`src/rtl/switch_bounce_pkg.sv`:
```
// Shared types and LFSR constants for the switch bounce emulator.
package switch_bounce_pkg;

  localparam int LFSR_W = 16;
  localparam logic [LFSR_W-1:0] LFSR_MASK = 16'hB400;

  typedef enum logic {IDLE, BOUNCE} state_t;

  // Galois right-shift step; a nonzero state never maps to zero.
  function automatic logic [LFSR_W-1:0] lfsr_next(input logic [LFSR_W-1:0] s);
    return (s >> 1) ^ (s[0] ? LFSR_MASK : '0);
  endfunction

endpackage

```
`src/rtl/lfsr16.sv`:
```
// 16-bit Galois LFSR that steps only when asked, so segment draws are reproducible.
module lfsr16
  import switch_bounce_pkg::*;
#(
  parameter logic [LFSR_W-1:0] SEED = 16'hACE1
) (
  input  logic              clk,
  input  logic              rst,
  input  logic              advance,
  output logic [LFSR_W-1:0] state
);

  always_ff @(posedge clk) begin
    if (rst)          state <= SEED;
    else if (advance) state <= lfsr_next(state);
  end

endmodule

```
`src/rtl/switch_bounce_gen.sv`:
```
// Drives a bouncy switch line: random-length toggles for a fixed window after
// each commanded level change, then settles to the commanded level.
module switch_bounce_gen
  import switch_bounce_pkg::*;
#(
  parameter int          BOUNCE_CLKS   = 125000,
  parameter int          SEG_MIN_CLKS  = 64,
  parameter int          SEG_RAND_BITS = 10,
  parameter logic [15:0] LFSR_SEED     = 16'hACE1,
  parameter logic        RESET_LEVEL   = 1'b0
) (
  input  logic clk,
  input  logic rst,
  input  logic i_level,
  input  logic i_enable,
  output logic o_switch,
  output logic o_busy,
  output logic o_settled
);

  localparam int WIN_W = $clog2(BOUNCE_CLKS);
  localparam int SEG_W = $clog2(SEG_MIN_CLKS + 2**SEG_RAND_BITS);

  state_t             state;
  logic               target;
  logic [WIN_W-1:0]   win_cnt;
  logic [SEG_W-1:0]   seg_cnt;
  logic [SEG_W-1:0]   seg_len;
  logic [LFSR_W-1:0]  lfsr;
  logic               retrig;
  logic               tog;
  logic               lfsr_unused;

  assign retrig  = i_enable && (i_level != target);
  assign tog     = i_enable && (state == BOUNCE) && (win_cnt != '0) && (seg_cnt == '0);
  assign seg_len = SEG_W'(SEG_MIN_CLKS) + SEG_W'(lfsr[SEG_RAND_BITS-1:0]);
  assign lfsr_unused = ^lfsr;

  // Every seg_len load consumes one LFSR step.
  lfsr16 #(.SEED(LFSR_SEED)) u_lfsr (
    .clk     (clk),
    .rst     (rst),
    .advance (retrig || tog),
    .state   (lfsr)
  );

  always_ff @(posedge clk) begin
    if (rst) begin
      state     <= IDLE;
      o_switch  <= RESET_LEVEL;
      target    <= RESET_LEVEL;
      o_busy    <= 1'b0;
      o_settled <= 1'b0;
      win_cnt   <= '0;
      seg_cnt   <= '0;
    end else begin
      o_settled <= 1'b0;
      if (!i_enable) begin
        o_switch <= i_level;
        target   <= i_level;
        state    <= IDLE;
        o_busy   <= 1'b0;
      end else if (retrig) begin
        target   <= i_level;
        o_switch <= i_level;
        win_cnt  <= WIN_W'(BOUNCE_CLKS - 1);
        seg_cnt  <= seg_len;
        state    <= BOUNCE;
        o_busy   <= 1'b1;
      end else if (state == BOUNCE) begin
        if (win_cnt == '0) begin
          o_switch  <= target;
          o_settled <= 1'b1;
          state     <= IDLE;
          o_busy    <= 1'b0;
        end else begin
          // The window keeps counting through toggles so it ends exactly
          // BOUNCE_CLKS cycles after the last trigger.
          win_cnt <= win_cnt - 1'b1;
          if (seg_cnt == '0) begin
            o_switch <= ~o_switch;
            seg_cnt  <= seg_len;
          end else begin
            seg_cnt <= seg_cnt - 1'b1;
          end
        end
      end
    end
  end

endmodule
```
`config.mk`:
```
export PLATFORM = sky130hd
export DESIGN_NAME = switch_bounce_gen
export DESIGN_NICKNAME = d
export VERILOG_FILES = /design/src/rtl/switch_bounce_pkg.sv /design/src/rtl/lfsr16.sv /design/src/rtl/switch_bounce_gen.sv
export SDC_FILE = /design/constraint.sdc
export NUM_CORES = 1
export LEC_CHECK = 0
export CAP_MARGIN = 30
export CORE_MARGIN = 2
export CORE_UTILIZATION = 50
export DETAILED_ROUTE_END_ITERATION = 8
export PLACE_DENSITY = 0.75
export SLEW_MARGIN = 0
export SYNTH_ARGS = -nofsm -noshare
export SYNTH_HDL_FRONTEND = slang
export SYNTH_SLANG_ARGS = --single-unit
```
`constraint.sdc`:
```
create_clock -name clk -period 2.3 [get_ports clk]
set_input_delay 0.69 -clock clk [delete_from_list [all_inputs] [get_ports clk]]
set_output_delay 0.69 -clock clk [all_outputs]
set_load 0.005 [all_outputs]
```
==> results.json <==
{
  "fmax_mhz": 446.2,
  "fp.dieW_um": 75.08,
  "synth_compound_area_share_pct": 20.36,
  "wl_per_cell_um": 15.37,
  "pwr-share-clk_pct": 24.2,
  "synth_top_family_by_area": "simple AND/OR/NAND/NOR gates",
  "worstHoldPathType": "reg2reg",
  "rr_worst_depth": 8,
  "slew_headroom_pct": 59.28,
  "period_minus_slack_ns": 2.241,
  "fin_area_um2": 2998,
  "fin_ws_ns": 0.05909,
  "avgSynthCellArea_um2": 8.563,
  "timing.rr.end": "seg_cnt[1]",
  "gp_congestion": 0.9133,
  "place_ws_ns": -0.1968,
  "io_pins": 7,
  "synth-simple-area-share_pct": 28.28,
  "htree_levels": 2,
  "endpoint_kind": "flop",
  "crit_buf_inv": 3,
  "hold_buffers": 0,
  "drv_slew": 0,
  "clock-skew-final_ns": 0.008681,
  "synth_mux_area_share_pct": 0,
  "hpwl_um": 4533,
  "rr_startpoint": "win_cnt[0]",
  "n_antenna_cell": 0,
  "path_max_fanout": 4,
  "coreArea_um2": 4786,
  "synth_cells": 295,
  "p_sw_w": 0.0007580,
  "hold_slack_ns": 0.4626,
  "clkLatencyLatePin_ns": 0.30,
  "synthesis.nets": 303,
  "grt-ovfl-total": 0,
  "final_util_pct": 62.64,
  "synthAdderAreaFrac_pct": 1.981,
  "area.growth.synth_to_final_pct": 18.67,
  "place_area_um2": 2893,
  "synthFlopType": "dfxtp_1",
  "cts_buffers": 5,
  "max_cap_violations": 0,
  "synth_seq_cells": 49,
  "fin_crit_sh_pct": 97.43,
  "sw_frac_of_total_pct": 33.24,
  "synth_xor_xnor_area_share_pct": 6.587,
  "vias_per_cell": 5.965,
  "yosys.area.top_type": "dfxtp_1",
  "path_class": "in2reg",
  "cts_root_buffer": "clkbuf_8",
  "row_count": 25,
  "combPwrFrac_pct": 30.0,
  "critPathTopFamily": "buffers and inverters",
  "drtAntennaViolNets": 0,
  "finalNetCount": 340,
  "syn_area_um2": 2526,
  "critical_path.startpoint_type": "input pin",
  "p_int_w": 0.001522,
  "initial_utilization_pct": 52.78,
  "dpl.cell_count": 392,
  "hold_viol": 0,
  "endpoint": "win_cnt[14]",
  "stdcell_count": 400,
  "cp.depth": 7,
  "arrival_ns": 2.43,
  "yosys_warnings": 0,
  "finalSetupViolCount": 0,
  "p_leak_nw": 1.159,
  "seqPwrFrac_pct": 45.8,
  "cts_buffer_depth": 2,
  "path_cells": "clkdlybuf4s50_1, buf_4, xnor2_1, a2111oi_0, buf_4, xnor2_1, a21oi_1",
  "cts_resized": 0,
  "yosys.cell_types.count": 57,
  "grt_pass1_wl_um": 10150,
  "synth_edf_count": 0,
  "die_y_um": 75.08,
  "synthArstFlopShare_pct": 0,
  "clock-sinks": 49,
  "grt_start_max_net_pins": 15,
  "cts_tree": "built",
  "synthTopCellsByArea": "dfxtp_1, nor2_1, a21oi_1",
  "synth_top_cell_area_share_pct": 38.83,
  "final_layout_size_suffix_gt1_share_pct": 19.22,
  "cpPeakStageDelay_ns": 0.57,
  "first_global_vias": 2215,
  "grt.total_usage_pct": 23.51,
  "numPortBuffers": 6,
  "fp.dieArea_um2": 5637,
  "post_cts_buffers": 0,
  "startpoint": "i_level",
  "slowest_stage": "a2111oi_0",
  "ir_drop_mv": 0.4436,
  "vias": 2386,
  "status": "complete, no violations",
  "drc": 0,
  "power.density_nw_per_um2": 760.6,
  "worstPathRequired_ns": 2.49,
  "clk_pin_slew_worst_paths_ns": 0.08,
  "r2r_slack_ns": 0.12,
  "wl_um": 6147,
  "ys_seq_area_share_pct": 38.83,
  "worst_pin_slew_ns": 0.5954,
  "rsz0062_at_grt": "no",
  "dr.first_iter.drc_count": 209,
  "first_pass_iters": 5,
  "antenna_found_initial": 0
}
power groups by stage:
stage	clock network, W	logic, W	registers, W
after floorplan	0	0.000460	0.00103
after global placement	0	0.000650	0.00106
after detailed placement	0	0.000667	0.00106
after CTS	0.000564	0.000672	0.00104
after global routing	0.000595	0.000749	0.00106
final	0.000552	0.000684	0.00104
kinds of logic after synthesis:
| logic type | Yosys count |
|---|---|
| buffers and inverters | 23 |
| AOI/OAI and AO/OA | 75 |
| xor gates and xnor gates | 19 |
| DFF | 49 |
| and+or+nand+nor | 125 |
| adders and majority gates | 4 |
flip-flops by register name, summed over array words and instances, names as in the netlist:
signal	flops
state	1
win_cnt	17
o_settled	1
u_lfsr.state	16
target	1
seg_cnt	11
o_busy	1
o_switch	1
per-layer routing:
| layer | share of wire, % | track usage, % |
|---|---|---|
| met1 | 45 | 30.50 |
| met2 | 46 | 38.01 |
| met5 | 0 | 0 |
| met3 | 6.4 | 4.552 |
| met4 | 2.5 | 10.32 |
placed cells by master (no fill, tap or decap), types with 3 or more instances in the layout:
cell             count
nand4b_1             3
nand4_1              5
o21ai_0             13
xnor2_1             10
a211oi_1             6
clkbuf_8             7
o211ai_1             3
nor2_1              38
xor2_1               9
nor4_1               3
inv_1                7
nand2_1             29
and3_1               3
o31ai_1              4
clkdlybuf4s50_1      6
or4_1                3
buf_4               39
dfxtp_1             49
ha_1                 4
a21oi_1             23
nor3_1               9
nor4_4               4
nand3_1             11
a31oi_1              3
cell type report:
type / instances / area (um^2)
clock buffers: 7 / 96.34
well taps: 67 / 83.83
repair buffers: 45 / 352.8
multi-input cells: 223 / 1449
fillers: 427 / 1788
inverters: 8 / 30.03
clock inverters: 1 / 5.005
flip-flops and latches: 49 / 980.9
through the flow:
step | power, W | setup TNS, ns
after floorplan | 0.001495 | 0
after global placement | 0.001708 | -1.539
after detailed placement | 0.001727 | -2.898
after CTS | 0.002277 | 0
after global routing | 0.002400 | 0
final | 0.002280 | 0
synth_stat cells (2+ instances only):
cell type and count:
or4_1 3, nand4b_1 3, nor3_1 9, xnor2_1 10, nor4_4 4, and3_1 3
a311oi_1 2, a32o_1 2, o31ai_1 4, nor4_2 2, a31oi_1 3, inv_1 7
a21oi_1 24, nor2_1 38, dfxtp_1 49, xor2_1 9, nor4_1 3, and4b_2 2
nand3_1 11, o41ai_1 2, a21o_1 2, o21ai_0 13, nand4_1 5, nand2_1 29
or2_2 2, ha_1 4, buf_2 5, o211ai_1 3, a211oi_1 6, clkbuf_1 9
worst min-delay path by stage:
stage | startpoint | end | slack, ns | depth (start not counted)
after floorplan | u_lfsr.state[15] | u_lfsr.state[14] | 0.44 | 2
after global placement | u_lfsr.state[10] | u_lfsr.state[9] | 0.44 | 2
after detailed placement | u_lfsr.state[10] | u_lfsr.state[9] | 0.45 | 2
after CTS | u_lfsr.state[10] | u_lfsr.state[9] | 0.47 | 2
after global routing | u_lfsr.state[15] | u_lfsr.state[14] | 0.50 | 2
final | u_lfsr.state[10] | u_lfsr.state[9] | 0.46 | 2
worst reg2reg max path: cells and delay by family, from the launching register on:
kind	cells	cell delay, ns
AND/OR/NAND/NOR	1	0.29
adder cells (fa/ha/maj)	1	0.19
buffers and inverters	2	0.35
AO/OA/AOI/OAI	4	0.95
flip-flops	1	0.33
Note: power is estimated with default switching activity, not from simulation.
